File: src/rtl/conv_window_gen_if.sv
// conv_window_gen_if -- pixel stream in, 3x3 window out.
//   pix_valid / pix_in        : raster-order 8-bit pixels (producer -> window gen)
//   win_valid                 : one-cycle strobe, window below is valid
//   Out_Win_1 .. Out_Win_9    : 3x3 window, row-major, Out_Win_1 = top-left
//   frame_done                : pulses with the last window of a frame
// modport master : pixel producer / window consumer side
// modport slave  : conv_window_gen side
interface conv_window_gen_if;
    logic       pix_valid;
    logic [7:0] pix_in;
    logic       win_valid;
    logic [7:0] Out_Win_1, Out_Win_2, Out_Win_3;
    logic [7:0] Out_Win_4, Out_Win_5, Out_Win_6;
    logic [7:0] Out_Win_7, Out_Win_8, Out_Win_9;
    logic       frame_done;

    modport master (
        output pix_valid, pix_in,
        input  win_valid, frame_done,
        input  Out_Win_1, Out_Win_2, Out_Win_3,
        input  Out_Win_4, Out_Win_5, Out_Win_6,
        input  Out_Win_7, Out_Win_8, Out_Win_9
    );

    modport slave (
        input  pix_valid, pix_in,
        output win_valid, frame_done,
        output Out_Win_1, Out_Win_2, Out_Win_3,
        output Out_Win_4, Out_Win_5, Out_Win_6,
        output Out_Win_7, Out_Win_8, Out_Win_9
    );
endinterface

File: src/rtl/conv_window_gen.sv
// conv_window_gen -- 3x3 sliding-window generator for a raster pixel stream.
//   clk   : clock, rising edge
//   rst_n : asynchronous active-low reset
//   bus   : conv_window_gen_if.slave (pixel input, window output, frame_done)
// Two line buffers hold rows r-1 and r-2 at the current column. A two-column
// shift window holds columns c-2 and c-1 of the three rows; the third column
// comes straight from the line buffers and the incoming pixel. The output
// registers load only when a full window exists, so they hold between windows.
module conv_window_gen #(
    parameter int IMG_W = 8,
    parameter int IMG_H = 8
) (
    input  logic           clk,
    input  logic           rst_n,
    conv_window_gen_if.slave bus
);
    localparam int CW = $clog2(IMG_W);
    localparam int RW = $clog2(IMG_H);
    localparam logic [CW-1:0] COL_LAST = CW'(IMG_W - 1);
    localparam logic [CW-1:0] COL_TWO  = CW'(2);
    localparam logic [RW-1:0] ROW_LAST = RW'(IMG_H - 1);
    localparam logic [RW-1:0] ROW_ONE  = RW'(1);

    localparam logic [0:0] FILL   = 1'b0;
    localparam logic [0:0] STREAM = 1'b1;

    logic [CW-1:0]         col;
    logic [RW-1:0]         row;
    logic [0:0]            state;
    logic [7:0]            lb1 [IMG_W];   // row r-1
    logic [7:0]            lb2 [IMG_W];   // row r-2
    logic [2:0][1:0][7:0]  win;           // [win row][0 = col c-2, 1 = col c-1]
    logic [8:0][7:0]       owin;          // owin[8] = Out_Win_1
    logic                  win_valid_q;
    logic                  frame_done_q;

    logic       accept, col_end, frame_end, emit;
    logic [7:0] up1, up2;

    assign accept    = bus.pix_valid;
    assign col_end   = (col == COL_LAST);
    assign frame_end = col_end && (row == ROW_LAST);
    // STREAM means row >= 2 of the current frame, so both line buffers are
    // guaranteed to hold this frame's data; col >= 2 keeps windows in-row.
    assign emit      = accept && (state == STREAM) && (col >= COL_TWO);
    assign up1       = lb1[col];
    assign up2       = lb2[col];

    // Datapath storage carries no reset: every entry is rewritten before it
    // can reach a window (rows 0/1 refill the buffers, cols 0/1 the shifter).
    always_ff @(posedge clk) begin
        if (accept) begin
            lb2[col]   <= up1;
            lb1[col]   <= bus.pix_in;
            win[0][0]  <= win[0][1];
            win[0][1]  <= up2;
            win[1][0]  <= win[1][1];
            win[1][1]  <= up1;
            win[2][0]  <= win[2][1];
            win[2][1]  <= bus.pix_in;
        end
    end

    always_ff @(posedge clk or negedge rst_n) begin
        if (!rst_n) begin
            col   <= '0;
            row   <= '0;
            state <= FILL;
        end else if (accept) begin
            if (col_end) begin
                col <= '0;
                row <= (row == ROW_LAST) ? '0 : row + RW'(1);
                if (state == FILL && row == ROW_ONE)
                    state <= STREAM;
                else if (state == STREAM && row == ROW_LAST)
                    state <= FILL;
            end else begin
                col <= col + CW'(1);
            end
        end
    end

    always_ff @(posedge clk or negedge rst_n) begin
        if (!rst_n) begin
            win_valid_q  <= 1'b0;
            frame_done_q <= 1'b0;
            owin         <= '0;
        end else begin
            win_valid_q  <= emit;
            frame_done_q <= emit && frame_end;
            if (emit)
                owin <= {win[0][0], win[0][1], up2,
                         win[1][0], win[1][1], up1,
                         win[2][0], win[2][1], bus.pix_in};
        end
    end

    assign bus.win_valid  = win_valid_q;
    assign bus.frame_done = frame_done_q;
    assign bus.Out_Win_1  = owin[8];
    assign bus.Out_Win_2  = owin[7];
    assign bus.Out_Win_3  = owin[6];
    assign bus.Out_Win_4  = owin[5];
    assign bus.Out_Win_5  = owin[4];
    assign bus.Out_Win_6  = owin[3];
    assign bus.Out_Win_7  = owin[2];
    assign bus.Out_Win_8  = owin[1];
    assign bus.Out_Win_9  = owin[0];
endmodule

File: src/flat_wrapper.sv
// flat-port wrapper written by rule: the top's interface ports become plain ports
module conv_window_gen_flat 
#(
    parameter int IMG_W = 8,
    parameter int IMG_H = 8
)
  (clk, rst_n, bus_pix_valid, bus_pix_in, bus_win_valid, bus_frame_done, bus_Out_Win_1, bus_Out_Win_2, bus_Out_Win_3, bus_Out_Win_4, bus_Out_Win_5, bus_Out_Win_6, bus_Out_Win_7, bus_Out_Win_8, bus_Out_Win_9);
  conv_window_gen_if bus_i ();
  input  logic clk;
  input  logic rst_n;
  input wire logic [$bits(bus_i.pix_valid)-1:0] bus_pix_valid;
  input wire logic [$bits(bus_i.pix_in)-1:0] bus_pix_in;
  output wire logic [$bits(bus_i.win_valid)-1:0] bus_win_valid;
  output wire logic [$bits(bus_i.frame_done)-1:0] bus_frame_done;
  output wire logic [$bits(bus_i.Out_Win_1)-1:0] bus_Out_Win_1;
  output wire logic [$bits(bus_i.Out_Win_2)-1:0] bus_Out_Win_2;
  output wire logic [$bits(bus_i.Out_Win_3)-1:0] bus_Out_Win_3;
  output wire logic [$bits(bus_i.Out_Win_4)-1:0] bus_Out_Win_4;
  output wire logic [$bits(bus_i.Out_Win_5)-1:0] bus_Out_Win_5;
  output wire logic [$bits(bus_i.Out_Win_6)-1:0] bus_Out_Win_6;
  output wire logic [$bits(bus_i.Out_Win_7)-1:0] bus_Out_Win_7;
  output wire logic [$bits(bus_i.Out_Win_8)-1:0] bus_Out_Win_8;
  output wire logic [$bits(bus_i.Out_Win_9)-1:0] bus_Out_Win_9;
  assign bus_i.pix_valid = bus_pix_valid;
  assign bus_i.pix_in = bus_pix_in;
  assign bus_win_valid = bus_i.win_valid;
  assign bus_frame_done = bus_i.frame_done;
  assign bus_Out_Win_1 = bus_i.Out_Win_1;
  assign bus_Out_Win_2 = bus_i.Out_Win_2;
  assign bus_Out_Win_3 = bus_i.Out_Win_3;
  assign bus_Out_Win_4 = bus_i.Out_Win_4;
  assign bus_Out_Win_5 = bus_i.Out_Win_5;
  assign bus_Out_Win_6 = bus_i.Out_Win_6;
  assign bus_Out_Win_7 = bus_i.Out_Win_7;
  assign bus_Out_Win_8 = bus_i.Out_Win_8;
  assign bus_Out_Win_9 = bus_i.Out_Win_9;
  conv_window_gen #(.IMG_W(IMG_W), .IMG_H(IMG_H)) u_core (.clk(clk), .rst_n(rst_n), .bus(bus_i));
endmodule
File: config.mk
export PLATFORM = sky130hd
export DESIGN_NAME = conv_window_gen_flat
export DESIGN_NICKNAME = d
export VERILOG_FILES = /design/src/rtl/conv_window_gen_if.sv /design/src/rtl/conv_window_gen.sv /design/src/flat_wrapper.sv
export SDC_FILE = /design/constraint.sdc
export NUM_CORES = 1
export LEC_CHECK = 0
export ABC_CLOCK_PERIOD_IN_PS = 6600
export CAP_MARGIN = 0
export CORE_ASPECT_RATIO = 1.25
export CORE_UTILIZATION = 40
export CTS_CLUSTER_DIAMETER = 80
export CTS_CLUSTER_SIZE = 14
export DETAILED_ROUTE_END_ITERATION = 6
export HOLD_SLACK_MARGIN = 0.08
export PLACE_DENSITY = 0.63
export SYNTH_ARGS = -nofsm -noshare
export SYNTH_HDL_FRONTEND = slang
export SYNTH_SLANG_ARGS = --single-unit
File: constraint.sdc
create_clock -name clk -period 6.6 [get_ports clk]
set_input_delay 1.32 -clock clk [delete_from_list [all_inputs] [get_ports clk]]
set_output_delay 1.32 -clock clk [all_outputs]
set_load 0.1 [all_outputs]
* Word-level counts from Yosys, hierarchy flattened *
Memory sizes are Yosys's and may differ from the RTL's.
Index checks and enable logic that the tools add are counted.

storage, ports and cells
  register bits after elaboration = 129
  RAM bits = 128
  output and inout bits = 74
  word-level logic and storage cells = 44
  memories kept = 2

memory list
  memory      depth  bits a word  rd ports  clocked after Yosys merged registers in  wr ports  line                   text
  u_core.lb1  8      8            1         0                                        1         conv_window_gen.sv:30  logic [7:0] lb1 [IMG_W];
  u_core.lb2  8      8            1         0                                        1         conv_window_gen.sv:31  logic [7:0] lb2 [IMG_W];

operators by class
  add/subtract/negate cells = 2
  $lt $le $gt $ge = 1
  eq/ne operators = 3
  multiplexer cells = 6
  bitwise operators = 1
  reductions and logical operators = 9

operators by type and width
  operator                                              count
  adder 3 x 1 -> 3 bit (second input constant)          2
  equality test 3 bit (second input constant)           2
  logical AND 1 bit                                     6
  2-to-1 mux 3 bit                                      2
  2-to-1 mux 1 bit                                      4
  equality test 3 x 1 -> 1 bit (second input constant)  1
  >= comparator 3 x 2 -> 1 bit (second input constant)  1
  AND reduction 3 bit                                   1
  AND reduction 2 bit                                   1
  nonzero test 2 bit                                    1
  inverter 1 bit                                        1

* Logic depth before layout (Yosys ltp) *
Gate-level depths: netlist of the first run.

  word-level depth = 4
  depth in mapped cells = 10

* Worst setup path before layout of the first run *
OpenSTA, ideal clock, no wires.

  kind = in2reg
  from = in bus_pix_valid
  to = mem u_core.lb1[5][0] (enable)
  data arrival time = 2770 ps
  slack = 3420 ps
  cell stages on the path = 3
  cell sequence = clkbuf_1 > nand2_1 > nor3_1

between the ends
  word-level cells in the longest chain between the ends = 2

RTL lines
  item                                    line                   text
  start: declaration                      flat_wrapper.sv:11     input wire logic [$bits(bus_i.pix_valid)-1:0] bus_pix_valid;
  2-to-1 mux 1 bit                        conv_window_gen.sv:52  if (accept) begin
  2-to-1 mux 1 bit (implied by the code)  conv_window_gen.sv:54  lb1[col] <= bus.pix_in;
  end: declaration                        conv_window_gen.sv:30

Every way passes these cells.

* Final worst setup path of the first run *
  from = reg u_core.col[1]
  to = reg u_core.owin (netlist bit u_core.bus.Out_Win_6[1])

between the ends
  word-level cells in the longest chain between the ends = 2
  elaborated cells on any way between the ends = 3

RTL lines
  item                          line                   text
  start: declaration            conv_window_gen.sv:27  logic [CW-1:0] col;
  start signal: assignment      conv_window_gen.sv:78  col <= col + CW'(1);
  >= comparator 3 x 2 -> 1 bit  conv_window_gen.sv:45  assign emit = accept && (state == STREAM) && (col >= COL_TWO);
  logical AND 1 bit             conv_window_gen.sv:45
  end signal: assignment        conv_window_gen.sv:92  owin <= {win[0][0], win[0][1], up2,
  end: declaration              conv_window_gen.sv:33  logic [8:0][7:0] owin;

Several ways; a longest one is shown, not always the timed one.
A chain may end at the register's enable or synchronous reset.

==> metrics list, run 1 <==
- Clock tree from TritonCTS: done
* Largest family of logic cells by synthesized area: simple AND/OR/NAND/NOR gates
* Antenna viol nets, final: 0
* Clock sink total: 257
- Count of pins over their slew limit: 0
- Reg-to-Reg Start: u_core.col[1]
- Global routing usage summed across all routing layers: 0.151
- The layout has 1,987 filler cells.
- Of the cells placed in the final design, the portion with a size suffix greater than 1 is 0.0743.
- Number of gates given a new drive strength after cts: 0
* TritonCTS Buffers: 22
- Max Clock Skew: 14.0 ps
- First-pass GRT wire length: 29,200 µm
- The number of antenna diodes in the final layout is 0.
- WL/cell: 17.7 µm
- Number of iterations in the first detailed-routing pass: 4
- Number of hold violations in the final report: 0
- sky130_fd_sc_hd__nand2_1 is the most common cell in the netlist.
* Maximum cell stage delay along the critical path: 930 ps
- In this run the worst path has a maximum fanout of 61.
- Worst-margin pin slew: 1060 ps
* Via density: 5.12
* Setup repair after global routing missed its margin: false
- In this run the tightest slew margin relative to its limit is 0.291.
* Cell chosen for the clock root: sky130_fd_sc_hd__clkbuf_16
- R2R setup slack: 3170 ps
- Fraction of synthesis flops using an asynchronous set or reset pin: 0.315
- During synthesis, Yosys emitted a total of 0 warnings.
- Quantity of I/O buffers inserted on ports: 84
* CP endpoint: u_core.bus.Out_Win_6[1]
- The flow ran to the end, and the final reports show no timing, DRC or antenna violations.
* Total negative slack: 0 ps
- Final setup violation count: 0
- Achievable clock frequency: 292 MHz
- The cell area that synthesis handed to floorplanning was 9610 µm².
* Critical Path RT: 6980 ps
- Post-synthesis simple-gate area fraction: 0.0842
- Post-synthesis compound-gate area fraction: 0.0593
- In the final layout, the multi-input gates occupy 2050 µm².
* Final global-route overflow total: 0
- The number of nets in the synthesized netlist is 661.
* Worst R2R Path Depth: 5
* Area growth syn-to-layout: 17.6%
- The initial utilization of the core area, before any placement, comes to 0.407.
- The final layout contains routed wiring with a total length of 18,200 µm.
- Die Y: 175 µm
- The sequential cells in the finished layout cover a total of 7310 µm².
- Entering global routing, the biggest net connects 71 pins.
* Classification of the worst-slack hold path: reg2reg
- Max-cap violations in this run came to 0.
- The worst register-to-register path ends at u_core.bus.Out_Win_6[1].
* Post-route clock period utilization: 0.519
- Final weighted congestion in routability-driven placement: 0.743
- The routed layout has 5,284 vias.
- The via count of the first global-routing pass is 5,288.
- Biggest area contributors in the synthesized netlist: sky130_fd_sc_hd__edfxtp_1 55%, sky130_fd_sc_hd__dfrtp_1 21%, sky130_fd_sc_hd__nand2_1 6.9%
* CTS Hold Bufs: 0
* Longest Clk Path Bufs: 3
* Die Span X: 141 µm
- In this run the count of I/O pins placed on the die edge is 85.
* Part of the Yosys area used for sequential elements: 0.761
- Final Critical Period: 3430 ps
* HPWL after detailed placement: 11,600 µm
- Crit path capture type: flop
* Synthesized-area fraction occupied by adder cells: 0.00651
- Post-Synthesis Cells: 645
* Data arrival time at the worst-slack endpoint: 3800 ps
* Kind of start point of the critical path: flop
- Post-synthesis mux area share: 0.0617
- The later pin in the worst-skew pair is clocked with a latency of 500 ps.
- Mapped Avg Cell Area: 14.9 µm²
* Ordered cell list for the critical path: buf_4, nor2_4, or2_2, inv_2, mux2_2
- Number of H-tree branching levels: 1
- Yosys mapped the design onto 43 distinct sky130hd cell types.
* Synth Register Bits: 257
- Yosys mapped a number of flops with a built-in enable equal to 176.
- Initial antenna violation count: 0
* Cell Rows: 63
* Start point of the critical path: u_core.col[1]
* Clk slew on worst S/H paths: 70 ps
* Initial DRC Count: 308
* Primary FF master, synth: sky130_fd_sc_hd__edfxtp_1
- In the routed design, unresolved DRC markers number 0.
- Biggest area consumer among synthesized cells: sky130_fd_sc_hd__edfxtp_1
- Post-CTS setup repair buffer count: 0
- The share of synthesized area in the top cell type comes to 0.550.
- Slowest stage cell on the critical path: sky130_fd_sc_hd__inv_2
- Type of the worst setup path: reg2reg
- Most common library cells after synthesis: 178 x sky130_fd_sc_hd__nand2_1, 176 x sky130_fd_sc_hd__edfxtp_1, 81 x sky130_fd_sc_hd__dfrtp_1, 39 x sky130_fd_sc_hd__mux2i_1, 14 x sky130_fd_sc_hd__a21oi_1
- The die covers 24,700 µm².
* CORE AREA: 23,600 µm²
* Final nets: 740
- Post-synthesis share of cell area spent on xor and xnor gates: 0
cells by family after synthesis:
group,after synthesis
AO/OA/AOI/OAI,78
adder cells (fa/ha/maj),5
buffers and inverters,47
flip-flops,257
multiplexers,56
AND/OR/NAND/NOR,202
layout by cell type, fill, tap and decap left out, drive strengths merged, types with 6 or more instances in the layout:
master,count
mux2,16
a211oi,10
dfrtp,81
buf,8
edfxtp,176
nor2,6
nand2,179
clkdlybuf4s50,82
clkbuf,39
a311o,7
mux2i,39
a21oi,14
inv,13
o21ai,7
and3,6
o22ai,7
a211o,8
area by class of cell:
type	count	share of cell area
inverters	12	0.00399
multi-input cells	341	0.182
flip-flops and latches	257	0.647
clock buffers	39	0.0562
well taps	292	0.0323
repair buffers	90	0.0777
clock inverters	1	0.000996
worst min-delay path by stage:
stage,end,cells past startpoint,slack [ps],from
3_5_place_dp,u_core.bus.Out_Win_1[3],2,420,u_core.win[3]
6_report,u_core.bus.Out_Win_1[3],2,430,u_core.win[3]
5_1_grt,u_core.bus.Out_Win_4[5],2,450,u_core.win[21]
4_1_cts,u_core.bus.Out_Win_1[3],2,440,u_core.win[3]
3_3_place_gp,u_core.bus.Out_Win_4[4],2,420,u_core.win[20]
2_1_floorplan,u_core.bus.Out_Win_1[0],2,410,u_core.win[0]
registers in the layout, indices dropped and copies added, names as in the netlist, 3 cells and up:
name,count
u_core.bus.Out_Win_1,8
u_core.bus.Out_Win_6,8
u_core.bus.Out_Win_5,8
u_core.win,48
u_core.lb2,64
u_core.lb1,64
u_core.bus.Out_Win_9,8
u_core.bus.Out_Win_7,8
u_core.col,3
u_core.bus.Out_Win_8,8
u_core.bus.Out_Win_4,8
u_core.bus.Out_Win_2,8
u_core.bus.Out_Win_3,8
u_core.row,3
layer usage:
layer | up-vias | GRT usage | part of all wire
met3 | 20 | 0.0229 | 0.053
met1 | 2634 | 0.200 | 0.42
met2 | 138 | 0.261 | 0.50
met5 | - | 0 | 0
li1 | 2492 | - | -
met4 | 0 | 0.0408 | 0.019
worst max-delay path, delay by kind of cell (launching register included):
family / cells / cell delay, ps
buf+inv: 2 / 1520
flops: 1 / 340
mux: 1 / 420
simple gates: 2 / 890
per-stage QoR:
stage,instance area (µm²),setup WS [ps],hold WS (ps),std cells,util
final,11300,3170,431,1032,0.478
after global routing,11300,2850,449,1032,0.478
after CTS,11300,3120,438,1032,0.478
after detailed placement,10700,2820,422,992,0.451
after global placement,10700,2950,419,992,0.451
after floorplan,9610,3420,415,645,-
Power of run 1 is left out: the tool's default activity adds up to more than one toggle a clock period on the data nets, which glitch-free logic cannot reach.
==> run 2: changes to the inputs <==
ABC_CLOCK_PERIOD_IN_PS = 3400   (was 6600)
clock period = 3.4 ns   (was 6.6 ns; I/O delays follow)
==> run 2 against run 1 <==
Sequential share of layout area shrank 0.14 points. Final cell count grew 1.6%. Clock-buffer cell count shrank 1. Non-clock buffer count grew 17. Global-route usage grew 1.1 points.
==> metrics list, run 2 (synthesis gave the netlist of run 1 again) <==
* Count of pins over their slew limit: 0 (unchanged)
- Kind of start point of the critical path: flop
- Most common cell after layout, fill and taps aside: sky130_fd_sc_hd__nand2_1
- The most critical setup path has its endpoint at bus_Out_Win_2[3].
- The detail-routed net length per standard cell was 18.6 µm (+5.4%).
- In this run the critical register-to-register path is launched from u_core.col[2].
- The slew at the pin closest to its max-slew limit is 982 ps (-81.1 ps).
* Final global-route overflow total: 0 (unchanged)
* Type of the worst setup path: reg2out
- The number of gates resized after cts is 0 (unchanged).
- Clock tree synthesis selected as its root buffer the cell sky130_fd_sc_hd__clkbuf_16.
- Number of placed cells counting well taps: 1,009 (+1.7%)
* Antenna viol nets, final: 0 (unchanged)
* Cell Rows: 63 (unchanged)
- Maximum fanout along the worst path: 2 (-97%)
* Setup WS post-layout: 716 ps (-2460 ps)
- Delay-heaviest family, CP: buffers and inverters
- The number of hold-slack violations in the final timing report was 0 (unchanged).
- The count of hold buffers inserted by post-cts repair was 0 (unchanged).
- TritonCTS Buffers: 22 (unchanged)
- The vias after detailed routing is 5,402 (+2.2%).
- Wire length after detailed routing: 19,500 µm (+7.1%)
- Commonest cells after routing, fill and taps aside: 178 x sky130_fd_sc_hd__nand2_1, 176 x sky130_fd_sc_hd__edfxtp_1, 79 x sky130_fd_sc_hd__dfrtp_1, 71 x sky130_fd_sc_hd__buf_4, 39 x sky130_fd_sc_hd__mux2i_1
- The number of max-capacitance violations reported came to 0 (unchanged).
* Initial DRC Count: 302 (-1.9%)
- The detailed-route vias per instance is 5.15 (+0.67%).
- Final weighted congestion in routability-driven placement: 0.793 (+6.7%)
- Antenna fix cells: 0 (unchanged)
* Buffers plus inverters on the worst setup path: 1 (-1)
- Total negative slack: 0 ps (unchanged)
- R2R setup slack: 860 ps (-2310 ps)
- Crit path capture type: output pin
- The cell count along the critical path came to 1 (-4).
- HPWL after detailed placement: 12,900 µm (+11%)
- Relative to the synthesized area, the layout overhead comes to 17.8%.
- The most critical setup path has its startpoint at u_core.bus.Out_Win_2[3].
- Maximum cell stage delay along the critical path: 1140 ps (+210 ps)
- The first-pass detailed-route iteration total came to 4 (unchanged).
- Starting utilization of the core area: 0.407 (unchanged)
- Final Critical Period: 2680 ps
- Clock insertion delay at the later pin of the skew report: 500 ps (about the same)
* Non-filler instance count after layout: 1,048 (+1.6%)
- Clock sink total: 257 (unchanged)
- Achievable clock frequency: 373 MHz
- The share of post-route cells with drive strength above 1 was 0.159 (+0.0844).
- Quantity of I/O buffers inserted on ports: 84 (unchanged)
- Longest Clk Path Bufs: 3 (unchanged)
- The fill cell instance count of the final layout was 2,022 (+1.8%).
- Critical Path RT: 2720 ps (-4260 ps)
- Max_slew headroom: 0.343 (+0.0520)
- RR Endpoint: u_core.bus.Out_Win_6[6]
- The register clock-pin slew on the reported worst setup and hold paths is 60 ps (about the same).
- Data arrival time at the worst-slack endpoint: 2000 ps (-1800 ps)
- The number of nets in the final layout is 757 (+2.3%).
- The via count of the first global-routing pass is 5,648 (+6.8%).
- Post-route clock period utilization: 0.789
- The number of placed I/O pins is 85 (unchanged).
- The largest registers in the layout are u_core.lb1 (64), u_core.lb2 (64), u_core.win (48).
* Final setup violation count: 0 (unchanged)
- The global-route usage over all layers came to 0.163 (+0.0112).
- The die extent in y came to 175 µm (unchanged).
- The die outline area came to 24,700 µm² (unchanged).
- Clock tree from TritonCTS: done
- The largest clock skew in the final design was 12.6 ps (-1.36 ps).
- Post-CTS setup repair buffer count: 0 (unchanged)
- Post-route DRC violation count: 0 (unchanged)
* Number of H-tree branching levels: 1 (unchanged)
* Die Span X: 141 µm (unchanged)
- The signal on the critical path passes through clkdlybuf4s50_1.
- Setup repair after global routing left no endpoint under its margin.
- Initial antenna violation count: 0 (unchanged)
- First-pass GRT wire length: 31,000 µm (+6.2%)
- CORE AREA: 23,600 µm² (unchanged)
* Maximum number of pins on one net before global-route repair: 58 (-18%)
- The pre-CTS worst setup slack is 903 ps (-1920 ps).
- The flow ran to the end, and the final reports show no timing, DRC or antenna violations.
* Worst R2R Path Depth: 4 (-1)
- The worst hold path belongs to the class in2async.
- Slowest stage cell on the critical path: sky130_fd_sc_hd__clkdlybuf4s50_1
run 2: cell count changes in the layout (fill, tap and decap cells not counted):
| cell | before | now |
|---|---|---|
| sky130_fd_sc_hd__nor2_2 | 1 | 0 |
| sky130_fd_sc_hd__nor2b_2 | 1 | 0 |
| sky130_fd_sc_hd__clkbuf_1 | 16 | 15 |
| sky130_fd_sc_hd__clkdlybuf4s50_1 | 82 | 32 |
| sky130_fd_sc_hd__nor2_1 | 4 | 5 |
| sky130_fd_sc_hd__nor3_2 | 0 | 1 |
| sky130_fd_sc_hd__nor2b_1 | 1 | 2 |
| sky130_fd_sc_hd__buf_4 | 7 | 71 |
| sky130_fd_sc_hd__buf_12 | 0 | 3 |
| sky130_fd_sc_hd__nor3_4 | 1 | 0 |
run 2: worst min-delay path by stage:
stage	cells past startpoint	to	slack (ps)
after detailed placement	2	u_core.bus.Out_Win_7[4]	420
final	1	u_core.bus.Out_Win_7[6]	190
after floorplan	0	u_core.bus.Out_Win_1[0]	380
after CTS	1	u_core.bus.Out_Win_5[1]	210
after global placement	2	u_core.bus.Out_Win_7[2]	420
after global routing	1	u_core.bus.Out_Win_5[1]	240
run 2: area by class of cell:
type,count,area (µm²),area share
sequential,257,7310,0.646
multi-input combinational,341,2040,0.180
timing repair buffer,107,918,0.0811
clock buffer,38,632,0.0558
tap,292,365,0.0323
inverter,12,45.0,0.00398
clock inverter,1,11.3,0.000994
run 2: through the flow:
stage | hold slack (ps) | instance area [µm²] | util
6_report | 187 | 11300 | 0.479
5_1_grt | 236 | 11300 | 0.479
4_1_cts | 206 | 11300 | 0.479
3_5_place_dp | 421 | 10700 | 0.452
3_3_place_gp | 420 | 10700 | 0.452
2_1_floorplan | 384 | 9610 | -
run 2: routing by layer:
metal,part of all wire,vias to the layer above,global-route usage
met3,0.045,33,0.0218
met4,0.020,0,0.0448
met5,0,-,0
li1,-,2522,-
met2,0.51,133,0.288
met1,0.42,2714,0.209
Power of run 2 is left out for the same reason.
